### src/rtl/mem_stage.sv
// Memory-access stage: accepts from execute, holds the one-cycle SRAM read response
// across write-back stalls, aligns/extends loads and drives the MEM bypass.
module mem_stage (
    input  logic        clk,
    input  logic        reset,
    input  logic        exe_ready_go,
    output logic        allow_in,
    input  logic [31:0] exe_inst,
    input  logic [31:0] exe_pc,
    input  logic [31:0] exe_alu_result,
    input  logic        exe_reg_en,
    input  logic        exe_mem_ld,
    input  logic [4:0]  exe_dest,
    input  logic [31:0] data_sram_rdata,
    output logic        ready_go,
    input  logic        wb_allow_in,
    output logic        valid,
    output logic [31:0] inst_mem,
    output logic [31:0] pc_mem,
    output logic [31:0] final_result,
    output logic        reg_en,
    output logic [4:0]  dest,
    output logic [31:0] forward_data_mem,
    output logic        forward_en_mem
);

    logic        valid_q, valid_d;
    logic        first_cyc_q, first_cyc_d;
    logic [31:0] rbuf_q, rbuf_d;
    logic [31:0] inst_q, inst_d;
    logic [31:0] pc_q, pc_d;
    logic [31:0] alu_q, alu_d;
    logic        reg_en_q, reg_en_d;
    logic        mem_ld_q, mem_ld_d;
    logic [4:0]  dest_q, dest_d;

    logic        fire_in;
    logic        fire_out;
    logic [31:0] rword;
    logic [7:0]  ld_byte;
    logic [15:0] ld_half;
    logic [31:0] load_data;

    assign ready_go = valid_q;
    assign fire_out = ready_go & wb_allow_in;
    assign allow_in = ~valid_q | fire_out;
    assign fire_in  = exe_ready_go & allow_in;

    always_comb begin
        valid_d     = valid_q;
        inst_d      = inst_q;
        pc_d        = pc_q;
        alu_d       = alu_q;
        reg_en_d    = reg_en_q;
        mem_ld_d    = mem_ld_q;
        dest_d      = dest_q;
        first_cyc_d = fire_in;
        // Execute re-issues the read while we stall, so only the first response is trusted.
        rbuf_d      = first_cyc_q ? data_sram_rdata : rbuf_q;
        if (fire_in) begin
            valid_d  = 1'b1;
            inst_d   = exe_inst;
            pc_d     = exe_pc;
            alu_d    = exe_alu_result;
            reg_en_d = exe_reg_en;
            mem_ld_d = exe_mem_ld;
            dest_d   = exe_dest;
        end else if (fire_out) begin
            valid_d = 1'b0;
        end
    end

    always_ff @(posedge clk) begin
        if (reset) begin
            valid_q     <= 1'b0;
            first_cyc_q <= 1'b0;
            rbuf_q      <= 32'h0;
            inst_q      <= 32'h0;
            pc_q        <= 32'h0;
            alu_q       <= 32'h0;
            reg_en_q    <= 1'b0;
            mem_ld_q    <= 1'b0;
            dest_q      <= 5'h0;
        end else begin
            valid_q     <= valid_d;
            first_cyc_q <= first_cyc_d;
            rbuf_q      <= rbuf_d;
            inst_q      <= inst_d;
            pc_q        <= pc_d;
            alu_q       <= alu_d;
            reg_en_q    <= reg_en_d;
            mem_ld_q    <= mem_ld_d;
            dest_q      <= dest_d;
        end
    end

    always_comb begin
        rword = first_cyc_q ? data_sram_rdata : rbuf_q;
        case (alu_q[1:0])
            2'd0:    ld_byte = rword[7:0];
            2'd1:    ld_byte = rword[15:8];
            2'd2:    ld_byte = rword[23:16];
            default: ld_byte = rword[31:24];
        endcase
        // Halfword select ignores addr[0]; misalignment is not trapped.
        ld_half = alu_q[1] ? rword[31:16] : rword[15:0];
        case (inst_q[31:22])
            10'h0A0: load_data = {{24{ld_byte[7]}}, ld_byte};
            10'h0A1: load_data = {{16{ld_half[15]}}, ld_half};
            10'h0A8: load_data = {24'h0, ld_byte};
            10'h0A9: load_data = {16'h0, ld_half};
            default: load_data = rword;
        endcase
    end

    assign valid            = valid_q;
    assign inst_mem         = inst_q;
    assign pc_mem           = pc_q;
    assign dest             = dest_q;
    assign reg_en           = valid_q & reg_en_q;
    assign final_result     = mem_ld_q ? load_data : alu_q;
    assign forward_data_mem = final_result;
    assign forward_en_mem   = valid_q & reg_en_q & (dest_q != 5'd0);

endmodule

### config.mk
export PLATFORM = sky130hd
export DESIGN_NAME = mem_stage
export DESIGN_NICKNAME = d
export VERILOG_FILES = /design/src/rtl/mem_stage.sv
export SDC_FILE = /design/constraint.sdc
export NUM_CORES = 1
export LEC_CHECK = 0
export CAP_MARGIN = 20
export CORE_MARGIN = 10
export CORE_UTILIZATION = 35
export CTS_CLUSTER_DIAMETER = 150
export CTS_CLUSTER_SIZE = 28
export DETAILED_ROUTE_END_ITERATION = 12
export PLACE_DENSITY = 0.71
export SYNTH_ARGS = -nofsm -noshare
export SYNTH_HDL_FRONTEND = slang
export SYNTH_SLANG_ARGS = --single-unit
### constraint.sdc
create_clock -name clk -period 3.1 [get_ports clk]
set_input_delay 0.93 -clock clk [delete_from_list [all_inputs] [get_ports clk]]
set_output_delay 0.93 -clock clk [all_outputs]
set_load 0.01 [all_outputs]
* Word level (Yosys, flattened, before mapping)
Index checks and enable logic that the tools add are counted.
** Storage, ports and cells
- Output and inout bits :: 138
- Logic and storage cells :: 31
- Register bits :: 137
- Input port bits :: 139
** Cells by class
- Reductions and logical operators :: 3
- Multiplexer cells :: 7
- Bitwise operators :: 6
- Eq/ne operators :: 6
** Operator list (count)
- $pmux W32 S4 :: 1
- $mux W32 :: 2
- $eq A10 B8 Y1 const B :: 4
- $pmux W8 S3 :: 1
- $mux W16 :: 1
- $reduce_bool A5 Y1 :: 1
- $and A1 B1 Y1 :: 4
- $eq A2 B1 Y1 const B :: 1
- $eq A2 B2 Y1 const B :: 1
- $logic_not A2 Y1 :: 1
- $mux W1 :: 2
- $reduce_bool A2 Y1 :: 1
- $not A1 Y1 :: 1
- $or A1 B1 Y1 :: 1

* Longest topological paths before layout
- Depth after elaboration :: 4
- Gate-level depth with buffers :: 8
- Mapped depth without buffers :: 4

* Least setup slack after synthesis
OpenSTA, ideal clock, no wires.
- Kind :: input to output
- Start :: input data_sram_rdata[31]
- End :: output forward_data_mem[23]
- Required time :: 2.170 ns
- Setup slack :: -0.153 ns
- Arrival time :: 2.323 ns
- Stages on the path :: 6
- Buffers on the path :: 2
- Cell sequence :: mux2i_2 a31oi_2 buf_2 a311oi_1 a211oi_1 buf_4
** Between the ends
- Cells in the longest elaborated chain, start to end :: 4
- Elaborated cells between the ends (all ways) :: 5
- Those cells by class :: 5 x mux
** Ends and longest elaborated chain
- from (decl) :: RTL line 14 : input logic [31:0] data_sram_rdata,
- $mux W32 * :: RTL line 98 : rword = first_cyc_q ? data_sram_rdata : rbuf_q;
- $pmux W8 S3 or $mux W16 (tied branches) :: RTL line 99, 106
- $pmux W32 S4 * :: RTL line 107 : case (inst_q[31:22])
- $mux W32 * :: RTL line 121 : assign final_result = mem_ld_q ? load_data : alu_q;
- to (decl) :: RTL line 23 : output logic [31:0] forward_data_mem,
Mark *: on every way between the ends. The rest lies on a longest branch, timed or not.

* Final worst setup path
- Start :: register first_cyc_q
- End :: output forward_data_mem[23]
** Between the ends
- Cells in the longest elaborated chain, start to end :: 4
- Elaborated cells between the ends (all ways) :: 5
- Those cells by class :: 5 x mux
** Ends and longest elaborated chain
- from (decl) :: RTL line 28 : logic first_cyc_q, first_cyc_d;
- from (signal assigned) :: RTL line 86 : first_cyc_q <= first_cyc_d;
- $mux W32 * :: RTL line 98
- $pmux W8 S3 or $mux W16 (tied branches) :: RTL line 99, 106
- $pmux W32 S4 * :: RTL line 107
- $mux W32 * :: RTL line 121
Marks and branches as above.

==> implementation parameters <==
Parameter                              Value

Die
  Die Footprint ... 24000 sq um
  Starting utilization of the core area ... 35.5%
  Num ports ... 277
  Number of placement rows ... 49
  Core footprint ... 17900 sq um
  Die height ... 155 microns
  Horizontal die dimension ... 155 microns

Detailed routing
  Remaining number of nets flagged by the antenna check after routing ... 0
  Final Routed Wirelength ... 28.2 mm
  Detailed-route wire length per cell ... 20.6 microns
  Vias after detailed routing ... 7190
  Detailed-route DRC error count ... 0
  Number of DRC markers after the initial detailed-route iteration ... 633
  Post-DR vias/cell ... 5.24
  Router iterations before antenna repair ... 5

Clock tree
  Buffer depth of the longest clock path ... 2
  CTS tree ... built
  Clock latency on the worst-skew pair ... 0.43 ns
  Clock slew at the register clock pins of the worst setup and hold paths ... 0.06 ns
  Clock H-tree levels ... 4
  Sink Count ... 137
  Number of CTS-inserted buffers ... 17
  Clock root cell ... clkbuf_16
  Hold-fix buffers at CTS ... 0

Layout
  Core Util, Final ... 63.9%
  NumNets Final ... 1268
  Layout cells sized above 1 ... 31.2%
  Fill count ... 1442
  Non-filler instance count after layout ... 1371
  Area Overhead vs Synth ... 79.8%

Critical path
  Biggest fanout along the worst timing path ... 7
  Type of destination of the critical path ... output pin
  Startpoint type of the worst setup path ... register
  Required time of the worst setup path ... 2.17 ns
  Critical path data arrival time ... 2.37 ns
  Crit Path Class ... register to output pin

STA
  Transition time at the pin with the least slew margin ... 0.600 ns
  Final min period ... 3.30 ns
  Pins Over Slew Limit ... 0
  RSZ-0062 raised after global routing ... true
  Hold_ws ... 0.452 ns
  Number of setup violations in the final report ... 62
  Hold Violations, Final ... 0
  Clk_skew ... 0.00968 ns
  FMAX ... 0.303 GHz
  Final critical-path share of the clock period ... 107%
  Headroom to the max-slew limit ... 60.0%
  Setup WS post-layout ... -0.203 ns

Yosys
  Fraction of registers with async set/reset ... 0%
  Seq/Total Area, Yosys ... 43.1%
  YS warnings ... 0
  Top_reg_cell synth ... dfxtp_1
  Synthesized net count ... 931
  Netlist area before placement ... 6360 sq um
  Flop and latch count out of synthesis ... 137
  Number of distinct library cells after synthesis ... 43
  Main area contributors after synthesis ... dfxtp_1, nand2_1, a21oi_1, mux2i_1, buf_4
  Post-synthesis instance total ... 792
  Yosys top cell by area ... dfxtp_1
  Number of enable-type register cells in the synthesized netlist ... 0
  Post-synth top area share ... 43.1%
  Leading post-synthesis cells by instance count ... nand2_1, dfxtp_1, a21oi_1
  Syn avg cell area ... 8.03 sq um
  Most used standard cell by instance count after synthesis ... nand2_1

Power
  Power density over the cells ... 466 nW/um^2
  Peak VDD IR ... 420 uV
  Static leakage ... 4.43 nW

Global routing
  Final global-route overflow total ... 0
  Met2 capacity usage during global routing ... 36.6%
  Number of global-route vias before repair ... 7349
  Pin count of the biggest net entering global routing ... 66
  Combined global-route utilization of all metal layers ... 21.7%
  Met3 track demand over resource in global routing ... 9.35%
  Grt peak-use layer ... met2
  First-pass GRT wire length ... 41.5 mm
  Antenna violations before repair ... 4
  Routing usage on met1 ... 23.3%

Outcome
  Violated checks ... negative setup slack
  Outcome ... finished with violations

Placement
  Placed Instances ... 1292
  Post-DP HPWL ... 18.5 mm
  Count of buffers from port buffering ... 276
  GPL Wtd Cong ... 0.911

Flow run
  Max-cap check violation count ... 0

Hold path
  Tightest Hold Check Type ... register to register
worst paths after layout:
path | startpoint | to | slack (ns) | depth (start not counted)
worst max-delay path | first_cyc_q | forward_data_mem[23] | -0.20 | 8
worst min register to register | inst_mem[8] | inst_mem[8] | 0.45 | 2
worst max register to register | ready_go | alu_q[26] | 1.48 | 6
worst min-delay path | inst_mem[8] | inst_mem[8] | 0.45 | 2
cell type report:
cell class	instances	area (sq um)	share of cell area, %
clock inverters	9	90.1	0.788
clock buffers	22	494	4.32
repair buffers	416	3960	34.6
inverters	2	7.51	0.0656
diodes	1	2.50	0.0219
well taps	229	287	2.51
flip-flops and latches	137	2750	24.1
multi-input cells	555	3840	33.6
metal layers:
metal	up-vias	share of wire (%)
met2	365	49
li1	3372	-
met3	81	10
met5	-	0.15
met1	3366	37
met4	6	3.6
timing repair:
item | 4_1_cts | 5_1_grt
endpoints found under the setup margin | 64 | 64
hold endpoints to repair | 0 | 0
setup buffers | 35 | 16
gates cloned | 7 | 0
pin swaps | 65 | 38
resized for setup | 443 | 51
critical path, cell delays in order, from the launching register on:
cell      delay (ns)
dfxtp_2         0.37
buf_12          0.16
mux2i_4         0.28
nand3b_1        0.18
buf_4           0.19
buf_8           0.14
a311oi_4        0.34
a211oi_2        0.10
buf_2           0.17
where the power goes:
part | leakage (nW) | total [mW] | internal (mW) | switching [mW]
sequential | 1.13 | 1.93 | 1.86 | 0.0632
combinational | 3.03 | 1.39 | 0.721 | 0.669
clock | 0.273 | 2.02 | 1.21 | 0.808
flip-flops by register name, indices dropped and copies added, names as in the netlist:
name         flops
alu_q           32
inst_mem        32
mem_ld_q         1
ready_go         1
rbuf_q          32
dest             5
first_cyc_q      1
pc_mem          32
reg_en_q         1
cells in the final DEF, fill, tap and decap left out, types with 8 or more instances in the layout:
cell,count
a211oi_2,16
a21o_1,16
a21oi_1,109
a21oi_4,11
a311oi_2,8
a311oi_4,8
buf_12,19
buf_2,45
buf_4,93
buf_6,46
clkbuf_16,18
clkdlybuf4s50_1,179
dfxtp_1,128
dfxtp_2,9
dlygate4sd2_1,27
mux2i_1,24
mux2i_2,8
nand2_1,217
nor2_1,55
cells by family (layout without fill, tap and decap cells):
kind of cell / count (synthesis) / in the layout / share of synthesized area (%)
simple gates: 301 / 301 / 19.2
compound gates: 209 / 209 / 20.6
flops: 137 / 137 / 43.1
buf+inv: 100 / 449 / 8.40
other cells: 0 / 1 / 0
mux: 45 / 45 / 8.63
per-stage QoR:
stage | instance area [sq um] | worst slack (ns) | TNS [ns] | total power [mW]
after floorplan | 6440 | 0.00471 | 0 | 2.50
after global placement | 9850 | -0.855 | -49.48 | 3.14
after detailed placement | 9850 | -0.879 | -50.63 | 3.15
after CTS | 11200 | -0.189 | -8.06 | 5.28
after global routing | 11400 | -0.246 | -10.26 | 5.53
final | 11400 | -0.203 | -7.19 | 5.33
Power figures use the tool's default switching activity.
